$ cat src/rtl/code_histogram_if.sv
// Bundle for code_histogram: the incoming code stream, the dump request and the dump readout stream.
// The dump_ovf field exists only when HIST_OVF_FLAG_EN is defined.
interface code_histogram_if #(
  parameter int CNT_W = 16
);
  logic [7:0]       code_in;
  logic             code_valid;
  logic             dump_req;
  logic             dump_valid;
  logic             dump_ready;
  logic [2:0]       dump_bin;
  logic [CNT_W-1:0] dump_count;
  logic             dump_last;
  logic             busy;
`ifdef HIST_OVF_FLAG_EN
  logic             dump_ovf;
`endif

  // master: upstream code source plus dump consumer; slave: the histogram itself
`ifdef HIST_OVF_FLAG_EN
  modport master (
    output code_in, code_valid, dump_req, dump_ready,
    input  dump_valid, dump_bin, dump_count, dump_last, busy, dump_ovf
  );
  modport slave (
    input  code_in, code_valid, dump_req, dump_ready,
    output dump_valid, dump_bin, dump_count, dump_last, busy, dump_ovf
  );
`else
  modport master (
    output code_in, code_valid, dump_req, dump_ready,
    input  dump_valid, dump_bin, dump_count, dump_last, busy
  );
  modport slave (
    input  code_in, code_valid, dump_req, dump_ready,
    output dump_valid, dump_bin, dump_count, dump_last, busy
  );
`endif
endinterface

$ cat src/rtl/code_histogram.sv
// Saturating histogram of lookup codes with an atomic snapshot-and-clear, then a six-entry valid/ready readout.
// Optional sticky per-bin overflow flags when HIST_OVF_FLAG_EN is defined.
module code_histogram #(
  parameter int CNT_W = 16
) (
  input logic              clk,
  input logic              rst,
  code_histogram_if.slave  bus
);
  // Readout handshake: an entry moves on any cycle where dump_valid and dump_ready are both high;
  // dump_valid never drops and the entry never changes until that transfer happens.
  typedef enum logic {IDLE, DUMP} state_t;

  localparam logic [CNT_W-1:0] CNT_MAX = '1;
  localparam logic [CNT_W-1:0] CNT_ONE = CNT_W'(1);

  state_t           state;
  logic [2:0]       index;
  logic [CNT_W-1:0] cnt  [6];
  logic [CNT_W-1:0] snap [6];
  logic [2:0]       code_bin;
  logic [2:0]       next_index;
  logic             accept;
  logic             xfer;

  logic             valid_r;
  logic [2:0]       bin_r;
  logic [CNT_W-1:0] count_r;
  logic             last_r;
  logic             busy_r;

  always_comb begin
    code_bin = 3'd5;
    case (bus.code_in)
      8'h10:   code_bin = 3'd0;
      8'h20:   code_bin = 3'd1;
      8'h30:   code_bin = 3'd2;
      8'h40:   code_bin = 3'd3;
      8'h50:   code_bin = 3'd4;
      default: code_bin = 3'd5;
    endcase
  end

  assign accept     = (state == IDLE) && bus.dump_req;
  assign xfer       = valid_r && bus.dump_ready;
  assign next_index = index + 3'd1;

  // On acceptance the live counters restart from zero, so a code arriving that
  // same cycle lands in the new interval rather than the snapshot.
  always_ff @(posedge clk) begin
    if (rst) begin
      for (int i = 0; i < 6; i++) begin
        cnt[i]  <= '0;
        snap[i] <= '0;
      end
    end else begin
      for (int i = 0; i < 6; i++) begin
        if (accept) begin
          snap[i] <= cnt[i];
          cnt[i]  <= (bus.code_valid && code_bin == 3'(i)) ? CNT_ONE : '0;
        end else if (bus.code_valid && code_bin == 3'(i) && cnt[i] != CNT_MAX) begin
          cnt[i] <= cnt[i] + CNT_ONE;
        end
      end
    end
  end

`ifdef HIST_OVF_FLAG_EN
  logic [5:0] ovf_flag;
  logic [5:0] ovf_snap;
  logic       ovf_r;

  // A cleared counter can never be at max, so the accept-cycle code cannot raise a flag.
  always_ff @(posedge clk) begin
    if (rst) begin
      ovf_flag <= '0;
      ovf_snap <= '0;
    end else if (accept) begin
      ovf_snap <= ovf_flag;
      ovf_flag <= '0;
    end else begin
      for (int i = 0; i < 6; i++) begin
        if (bus.code_valid && code_bin == 3'(i) && cnt[i] == CNT_MAX)
          ovf_flag[i] <= 1'b1;
      end
    end
  end

  always_ff @(posedge clk) begin
    if (rst) begin
      ovf_r <= 1'b0;
    end else if (accept) begin
      ovf_r <= ovf_flag[0];
    end else if (xfer) begin
      ovf_r <= (index == 3'd5) ? 1'b0 : ovf_snap[next_index];
    end
  end

  assign bus.dump_ovf = ovf_r;
`endif

  // The first entry is loaded straight from the live counters because the
  // snapshot registers are being written on the same edge.
  always_ff @(posedge clk) begin
    if (rst) begin
      state   <= IDLE;
      index   <= 3'd0;
      valid_r <= 1'b0;
      bin_r   <= 3'd0;
      count_r <= '0;
      last_r  <= 1'b0;
      busy_r  <= 1'b0;
    end else begin
      case (state)
        IDLE: begin
          if (bus.dump_req) begin
            state   <= DUMP;
            index   <= 3'd0;
            valid_r <= 1'b1;
            bin_r   <= 3'd0;
            count_r <= cnt[0];
            last_r  <= 1'b0;
            busy_r  <= 1'b1;
          end
        end
        DUMP: begin
          if (xfer) begin
            if (index == 3'd5) begin
              state   <= IDLE;
              index   <= 3'd0;
              valid_r <= 1'b0;
              bin_r   <= 3'd0;
              count_r <= '0;
              last_r  <= 1'b0;
              busy_r  <= 1'b0;
            end else begin
              index   <= next_index;
              bin_r   <= next_index;
              count_r <= snap[next_index];
              last_r  <= (next_index == 3'd5);
            end
          end
        end
        default: begin
          state   <= IDLE;
          valid_r <= 1'b0;
          busy_r  <= 1'b0;
        end
      endcase
    end
  end

  assign bus.dump_valid = valid_r;
  assign bus.dump_bin   = bin_r;
  assign bus.dump_count = count_r;
  assign bus.dump_last  = last_r;
  assign bus.busy       = busy_r;
endmodule

$ cat src/flat_wrapper.sv
// flat-port wrapper written by rule: the top's interface ports become plain ports
module code_histogram_flat 
#(
  parameter int CNT_W = 16
)
  (clk, rst, bus_code_in, bus_code_valid, bus_dump_req, bus_dump_ready, bus_dump_valid, bus_dump_bin, bus_dump_count, bus_dump_last, bus_busy);
  code_histogram_if #(.CNT_W(CNT_W)) bus_i ();
  input logic clk;
  input logic rst;
  input wire logic [$bits(bus_i.code_in)-1:0] bus_code_in;
  input wire logic [$bits(bus_i.code_valid)-1:0] bus_code_valid;
  input wire logic [$bits(bus_i.dump_req)-1:0] bus_dump_req;
  input wire logic [$bits(bus_i.dump_ready)-1:0] bus_dump_ready;
  output wire logic [$bits(bus_i.dump_valid)-1:0] bus_dump_valid;
  output wire logic [$bits(bus_i.dump_bin)-1:0] bus_dump_bin;
  output wire logic [$bits(bus_i.dump_count)-1:0] bus_dump_count;
  output wire logic [$bits(bus_i.dump_last)-1:0] bus_dump_last;
  output wire logic [$bits(bus_i.busy)-1:0] bus_busy;
  assign bus_i.code_in = bus_code_in;
  assign bus_i.code_valid = bus_code_valid;
  assign bus_i.dump_req = bus_dump_req;
  assign bus_i.dump_ready = bus_dump_ready;
  assign bus_dump_valid = bus_i.dump_valid;
  assign bus_dump_bin = bus_i.dump_bin;
  assign bus_dump_count = bus_i.dump_count;
  assign bus_dump_last = bus_i.dump_last;
  assign bus_busy = bus_i.busy;
  code_histogram #(.CNT_W(CNT_W)) u_core (.clk(clk), .rst(rst), .bus(bus_i));
endmodule
$ cat config.mk
export PLATFORM = sky130hd
export DESIGN_NAME = code_histogram_flat
export DESIGN_NICKNAME = d
export VERILOG_FILES = /design/src/rtl/code_histogram_if.sv /design/src/rtl/code_histogram.sv /design/src/flat_wrapper.sv
export SDC_FILE = /design/constraint.sdc
export NUM_CORES = 1
export LEC_CHECK = 0
export CAP_MARGIN = 30
export CORE_MARGIN = 2
export CORE_UTILIZATION = 60
export CTS_CLUSTER_SIZE = 14
export DETAILED_ROUTE_END_ITERATION = 7
export PLACE_DENSITY = 0.78
export SYNTH_ARGS = -nofsm -noshare
export SYNTH_HDL_FRONTEND = slang
export SYNTH_SLANG_ARGS = --single-unit
$ cat constraint.sdc
create_clock -name clk -period 7.25 [get_ports clk]
set_input_delay 1.0875 -clock clk [delete_from_list [all_inputs] [get_ports clk]]
set_output_delay 1.0875 -clock clk [all_outputs]
set_load 0.03 [all_outputs]
# Word level (Yosys, flattened, before mapping)
# Memories as Yosys holds them, arrays and structs flattened.
# Index checks and enable logic that the tools add are counted.
# totals
ff_bits	22
mem_bits_rw	192
output_inout_bits	22
n_memories	2
# classes
n_addsub	7
eq_ne	21
n_mux	74
bitwise_logic	19
n_reduce_logical	17
# mem_list
name	depth	width	read_ports	rd_clocked_by_memory_dff	write_ports	line	source
u_core.cnt	6	16	6	0	6	code_histogram.sv:19	logic [CNT_W-1:0] cnt [6];
u_core.snap	6	16	1	0	6	code_histogram.sv:20	logic [CNT_W-1:0] snap [6];
# ops
op	count
two-way mux 16 bit	21
adder 16 x 1 -> 16 bit, second input constant	6
!= test 16 bit, second input constant	6
two-way mux 1 bit	44
case mux 16 bit (2 select lines)	1
bitwise OR 1 bit	18
equality test 8 x 6 -> 1 bit, second input constant	2
equality test 8 x 7 -> 1 bit, second input constant	2
case mux 3 bit (5 select lines)	1
logical AND 1 bit	14
equality test 3 bit, second input constant	4
two-way mux 3 bit	3
equality test 8 x 5 -> 1 bit, second input constant	1
equality test 3 x 2 -> 1 bit, second input constant	2
!= test 2 bit, second input constant	3
case mux 1 bit (2 select lines)	3
case mux 3 bit (2 select lines)	1
adder 3 x 1 -> 3 bit, second input constant	1
equality test 3 x 1 -> 1 bit, second input constant	1
logical NOT 3 bit	1
AND reduction 3 bit	1
AND reduction 2 bit	1
NOT 1 bit	1

# Depth between registers and ports, before layout
# Gate-level depths: netlist (run 1).
# logic_depth
depth_word	10
depth_mapped	9
ltp_nobuf	6

# Worst setup path before layout (run 1)
# Ideal clock, no wire load.
# synth_timing
path_type	in2reg
from	input bus_dump_req
to	memory u_core.cnt[5][5] (data pin)
setup_ns	0.254
arrival_time_ns	4.060
t_required_ns	6.996
setup_slack_ns	2.935
stages	7
path_cell_list	nor2b_1 -> nor2_1 -> inv_1 -> or3_1 -> clkbuf_1 -> buf_4 -> nor2_1
# synth_rtl
item	line	source
from (decl)	flat_wrapper.sv:12	input wire logic [$bits(bus_i.dump_req)-1:0] bus_dump_req;
to (decl)	code_histogram.sv:19	

==> impl_metrics.py, run 1 <==
metrics = {
    "run_status": {
        "status": "complete, no violations",
    },
    "grt": {
        "grt_pass1_vias": 6861,
        "gr-usage-all-layers": 0.274,
        "grt_first_pass_wirelength_mm": 38.6,
        "grt_max_degree": 76,
        "antenna_found_initial": 0,
        "grt-ovfl-total": 0,
    },
    "clocking": {
        "cts_tree": "yes",
        "cts_sinks": 214,
        "post_cts_resized": 0,
        "clock_latency_ns": 0.51,
        "path_clk_slew_ns": 0.06,
        "root_buffer": "clkbuf_16",
        "h-tree-depth": 1,
        "ctsHoldBuffers": 0,
        "numCtsBuffers": 23,
        "postCtsSetupRepairBufs": 0,
        "cts_buffer_depth": 3,
    },
    "worst_setup_path": {
        "crit_fanout": 75,
        "critPathLaunchType": "primary input",
        "crit_arrival_ns": 3.43,
        "worstPathRequired_ns": 7.39,
        "criticalPathCategory": "primary input to register",
        "endpoint_kind": "register",
    },
    "pwr": {
        "ir_worst_vdd_uv": 209,
        "internal-power_mw": 2.24,
        "clockPowerShare": 0.414,
        "p_leak_nw": 4.01,
        "switchingPower_mw": 0.667,
        "seqPwrFrac": 0.512,
        "p_sw_frac": 0.230,
        "power_density_mw_per_mm2": 246,
        "power_frac_comb": 0.073,
    },
    "timing": {
        "rsz0062_at_grt": "false",
        "fin_ws_ns": 3.96,
        "finalSetupViolCount": 0,
        "drv_slew": 0,
        "hold_viol": 0,
        "tightest_slew_ns": 0.943,
        "fmax_mhz": 304,
        "min_period_over_period": 0.454,
        "clock_skew_ns": 0.00746,
        "slew-limit-headroom": 0.371,
        "fin_setup_tns_ns": 0,
        "min_period_ns": 3.29,
    },
    "place": {
        "globalplace.congestion": 0.931,
        "dp_slack_ns": 3.38,
        "post-dp-hpwl_mm": 16.4,
        "portBuffers": 34,
    },
    "worst_hold_path": {
        "hp-class": "register to register",
    },
    "finish": {
        "fin_nets": 936,
        "drive_above_1_share": 0.0988,
        "utilization": 0.688,
        "multi_input_comb_area_mm2": 0.00403,
        "antenna_cells": 0,
        "regArea_mm2": 0.00621,
        "synthToLayoutAreaGrowth_pct": 12.7,
        "fillers": 1265,
        "mostFrequentLayoutCell": "edfxtp_1",
        "final_cell_mix": "edfxtp_1 (192), nor2_1 (103), and2_1 (92), nand2_1 (47), xnor2_1 (41)",
    },
    "synth": {
        "synth_ff_type": "edfxtp_1",
        "syn_inst": 886,
        "mappedNetlistArea_mm2": 0.0105,
        "synth_top_area_frac": 0.550,
        "syn_avg_cell_area_um2": 11.8,
        "synth.distinct_cells": 49,
        "ys_async_sr_fraction": 0,
        "synth_nets": 908,
        "ys_seq_area_frac": 0.592,
        "yosys.area.top_type": "edfxtp_1",
        "synth_edf_count": 192,
        "yosysWarningCount": 0,
        "ys_ff_latch": 214,
        "synth.area.top_cells": "edfxtp_1 (55%), and2_1 (5.5%), dfxtp_1 (4.2%)",
    },
    "routing": {
        "drtAntennaViolNets": 0,
        "vias": 7222,
        "route.detailed.drc": 0,
        "wire_per_inst_um": 21.1,
        "initialDrtViolationCount": 760,
        "firstDrtPassIters": 5,
        "drt-total-wl_mm": 24.4,
        "viasPerCell": 6.25,
    },
    "floorplanning": {
        "io-pin-count": 35,
        "die-area_mm2": 0.0185,
        "core-area_mm2": 0.0172,
        "initial_core_util": 0.610,
        "rows": 48,
        "die_h_um": 136,
        "die_x_um": 136,
    },
    "job": {
        "drv_cap": 0,
    },
}
[cell usage after synthesis (3+ instances only)]
cell / count
nand2_1: 47
a211oi_1: 16
and3_1: 10
o211ai_1: 3
and4_1: 13
nor2_1: 104
o21a_1: 3
a22oi_1: 16
o31ai_1: 3
dfxtp_1: 22
o21ai_0: 28
a21oi_1: 18
edfxtp_1: 192
nor3b_1: 4
nor3_1: 31
buf_2: 3
nand4_1: 23
mux2_2: 16
xnor2_1: 41
and2_1: 92
nand3_1: 36
inv_1: 20
mux4_2: 16
clkbuf_1: 37
xor2_1: 33
or3_1: 6
nor4_1: 12
ha_1: 9
or4_1: 3
buf_1: 3
[critical path, stage by stage]
cell and delay, ns:
clkdlybuf4s50_1 0.45, buf_4 0.42, nor2_1 0.10, buf_4 0.20, clkinv_2 0.30, buf_4 0.78
[layer usage]
metal	routed length [um]	vias to the layer above	share of wire	GRT usage
met5	0	-	0	0
met4	780	0	0.032	0.0856
met3	2000	55	0.082	0.0570
met2	11300	313	0.47	0.425
met1	10200	3544	0.42	0.392
li1	-	3310	-	-
[power by group through the flow]
stage                     Sequential (mW)  Combinational [mW]  Clock (mW)
after CTS                            1.49               0.212        1.21
final                                1.49               0.212        1.20
after detailed placement             1.51               0.210           0
after global placement               1.51               0.207           0
after floorplan                      1.50               0.128           0
after global routing                 1.50               0.231        1.25
[cells by family (layout without fill, tap and decap cells)]
group                    count (synthesis)  count (layout)  synth area share
flip-flops                             214             214             0.592
XOR/XNOR                                74              74            0.0618
AND/OR/NAND/NOR                        396             396             0.200
adder cells (fa/ha/maj)                  9               9            0.0107
buffers and inverters                   65             110            0.0244
multiplexers                            32              32            0.0516
AO/OA/AOI/OAI                           96              96            0.0592
[final timing paths]
check,start,end,slack [ns],depth (start not counted)
worst max-delay path,rst,u_core.snap[2][15]$_SDFFCE_PN0P_,3.96,6
worst min-delay path,u_core.bus.dump_last$_SDFFE_PP0P_,u_core.bus.dump_last$_SDFFE_PP0P_,0.47,2
worst max register to register,u_core.index[0]$_SDFFE_PP0P_,u_core.bus.dump_count[7]$_SDFFE_PP0P_,4.48,6
worst min register to register,u_core.bus.dump_last$_SDFFE_PP0P_,u_core.bus.dump_last$_SDFFE_PP0P_,0.47,2
[state kept, by name, summed over array words and instances, names as in the netlist]
| signal | flops |
|---|---|
| u_core.index | 3 |
| u_core.cnt | 96 |
| u_core.bus.dump_count | 16 |
| u_core.snap | 96 |
| u_core.bus.dump_valid | 1 |
| u_core.bus.dump_last | 1 |
| u_core.state | 1 |
[area by class of cell]
cell class / count / share of cell area
clock inverter: 14 / 0.0121
multi-input combinational: 607 / 0.341
tap: 225 / 0.0238
sequential: 214 / 0.525
timing repair buffer: 48 / 0.0375
inverter: 20 / 0.00646
clock buffer: 28 / 0.0538
[metrics by stage]
step,total power [mW],area [um2],instances,hold slack (ns)
after global routing,2.98,11800,1156,0.493
after CTS,2.91,11800,1156,0.470
after floorplan,1.63,10500,886,0.544
final,2.90,11800,1156,0.466
after global placement,1.71,11000,1111,0.441
after detailed placement,1.72,11000,1114,0.460
Power figures use the tool's default switching activity.
==> inputs of run 2 (changes only) <==
--- a/config.mk
+++ b/config.mk
@@ -7,10 +7,10 @@
 export LEC_CHECK = 0
 export CAP_MARGIN = 30
 export CORE_MARGIN = 2
-export CORE_UTILIZATION = 60
+export CORE_UTILIZATION = 56
 export CTS_CLUSTER_SIZE = 14
 export DETAILED_ROUTE_END_ITERATION = 7
-export PLACE_DENSITY = 0.78
+export PLACE_DENSITY = 0.77
 export SYNTH_ARGS = -nofsm -noshare
 export SYNTH_HDL_FRONTEND = slang
 export SYNTH_SLANG_ARGS = --single-unit
==> constraint.sdc (replaced) <==
create_clock -name clk -period 3 [get_ports clk]
set_input_delay 0.45 -clock clk [delete_from_list [all_inputs] [get_ports clk]]
set_output_delay 0.45 -clock clk [all_outputs]
set_load 0.03 [all_outputs]
==> run 2 against run 1 <==
Sequential power is 140% higher. Global-route usage shrank 3.2 points. Flip-flop and latch count unchanged. Via count down 1.3%. Largest cell class unchanged.
==> impl_metrics.py, run 2 (synthesized netlist as in run 1, its figures left out) <==
metrics = {
    "timing": {
        "tightest_slew_ns": 0.816,
        "fmax_mhz": 391,
        "drv_slew": 0,
        "min_period_ns": 2.55,
        "min_period_over_period": 0.852,
        "clock_skew_ns": 0.0139,
        "whs_ns": 0.483,
        "hold_viol": 0,
        "rsz0062_at_grt": "false",
        "slew-limit-headroom": 0.456,
        "finalSetupViolCount": 0,
    },
    "place": {
        "dp.cells": 1135,
        "globalplace.congestion": 0.832,
        "portBuffers": 34,
        "place_area_mm2": 0.0112,
        "post-dp-hpwl_mm": 16.1,
    },
    "worst_setup_path": {
        "slowest_delay_ns": 0.78,
        "criticalPathCategory": "register to output pin",
        "slowest_stage": "clkdlybuf4s50_1",
        "crit_arrival_ns": 2.10,
        "worstPathRequired_ns": 2.55,
        "critPathLaunchType": "register",
        "regToRegStartpoint": "u_core.index[1]$_SDFFE_PP0P_",
        "crit_fanout": 34,
        "path_cells": "buf_4 -> clkdlybuf4s50_1",
        "endpoint_kind": "output pin",
        "setup.worst_path.start": "u_core.index[0]$_SDFFE_PP0P_",
        "cpLargestDelayFamily": "buffers and inverters",
        "path_buf_inv": 2,
    },
    "floorplanning": {
        "io-pin-count": 35,
        "initial_core_util": 0.566,
        "die-area_mm2": 0.0198,
        "die_x_um": 141,
        "die_h_um": 141,
        "rows": 50,
        "core-area_mm2": 0.0185,
    },
    "clocking": {
        "ctsHoldBuffers": 0,
        "cts_tree": "yes",
        "numCtsBuffers": 23,
        "postCtsSetupRepairBufs": 0,
        "cts_buffer_depth": 3,
        "path_clk_slew_ns": 0.06,
        "cts_sinks": 214,
        "clock_latency_ns": 0.51,
        "h-tree-depth": 1,
        "root_buffer": "clkbuf_16",
        "post_cts_resized": 0,
    },
    "finish": {
        "multi_input_comb_area_mm2": 0.00404,
        "synthToLayoutAreaGrowth_pct": 13.8,
        "final_cell_mix": "edfxtp_1 (192), nor2_1 (102), and2_1 (92), nand2_1 (47), xnor2_1 (41)",
        "final_area_mm2": 0.0119,
        "final_cells": 1177,
        "fillers": 1364,
        "utilization": 0.644,
        "regArea_mm2": 0.00621,
        "fin_nets": 948,
        "antenna_cells": 0,
        "mostFrequentLayoutCell": "edfxtp_1",
        "drive_above_1_share": 0.109,
    },
    "routing": {
        "drtAntennaViolNets": 0,
        "viasPerCell": 6.05,
        "initialDrtViolationCount": 671,
        "vias": 7126,
        "firstDrtPassIters": 5,
        "drt-total-wl_mm": 23.4,
        "route.detailed.drc": 0,
        "wire_per_inst_um": 19.8,
    },
    "pwr": {
        "p_leak_nw": 4.06,
        "ir_worst_vdd_uv": 367,
        "power_density_mw_per_mm2": 577,
    },
    "grt": {
        "gr-usage-all-layers": 0.242,
        "grt-ovfl-total": 0,
        "grt_first_pass_wirelength_mm": 37.4,
        "grt_max_degree": 98,
        "antenna_found_initial": 0,
        "grt_pass1_vias": 6628,
    },
    "worst_hold_path": {
        "hp-start": "u_core.bus.dump_last$_SDFFE_PP0P_",
        "hp-class": "register to register",
    },
    "job": {
        "drv_cap": 0,
    },
    "run_status": {
        "status": "complete, no violations",
    },
}
[run 2: changes by cell type in the layout (fill, tap and decap cells not counted), sizes merged]
cell	delta
clkdlybuf4s50	-1
clkinvlp	+1
buf	+13
bufinv	-1
clkbuf	+3
clkinv	-3
[run 2: final timing paths]
check,endpoint,slack (ns),cells past startpoint
hold / removal,u_core.bus.dump_last$_SDFFE_PP0P_,0.48,2
hold reg to reg,u_core.bus.dump_last$_SDFFE_PP0P_,0.48,2
setup / recovery,bus_dump_bin[0],0.45,2
setup reg to reg,u_core.bus.dump_count[12]$_SDFFE_PP0P_,0.64,5
[run 2: worst min-delay path, stage by stage (launching register included)]
cell and delay, ns:
dfxtp_1 0.32, nand2_1 0.06, a21oi_1 0.06
[run 2: cell type report]
class | count | share of cell area
tap | 234 | 0.0245
sequential | 214 | 0.520
timing repair buffer | 60 | 0.0476
inverter | 20 | 0.00661
clock buffer | 31 | 0.0534
multi-input combinational | 607 | 0.339
clock inverter | 11 | 0.00860
[run 2: layer usage]
layer / wire [um] / vias to the layer above / track usage / share of wire
met5: 0 / - / 0 / 0
met4: 641 / 0 / 0.0737 / 0.027
met3: 1730 / 44 / 0.0428 / 0.074
met2: 10500 / 255 / 0.366 / 0.45
met1: 10400 / 3495 / 0.361 / 0.45
li1: - / 3332 / - / -
[run 2: per-stage QoR]
stage | power [mW] | worst slack (ns) | TNS, ns
floorplan | 3.94 | -0.138 | -1.46
global placement | 4.16 | 0.282 | 0
detailed placement | 4.17 | 0.180 | 0
CTS | 6.91 | 0.412 | 0
global route | 7.08 | 0.365 | 0
finish | 6.88 | 0.445 | 0
[run 2: power breakdown]
group | leakage (nW) | total [mW] | internal (mW) | switching (mW)
Sequential | 2.27 | 3.59 | 3.44 | 0.149
Clock | 0.362 | 2.76 | 1.66 | 1.10
Combinational | 1.43 | 0.531 | 0.217 | 0.314
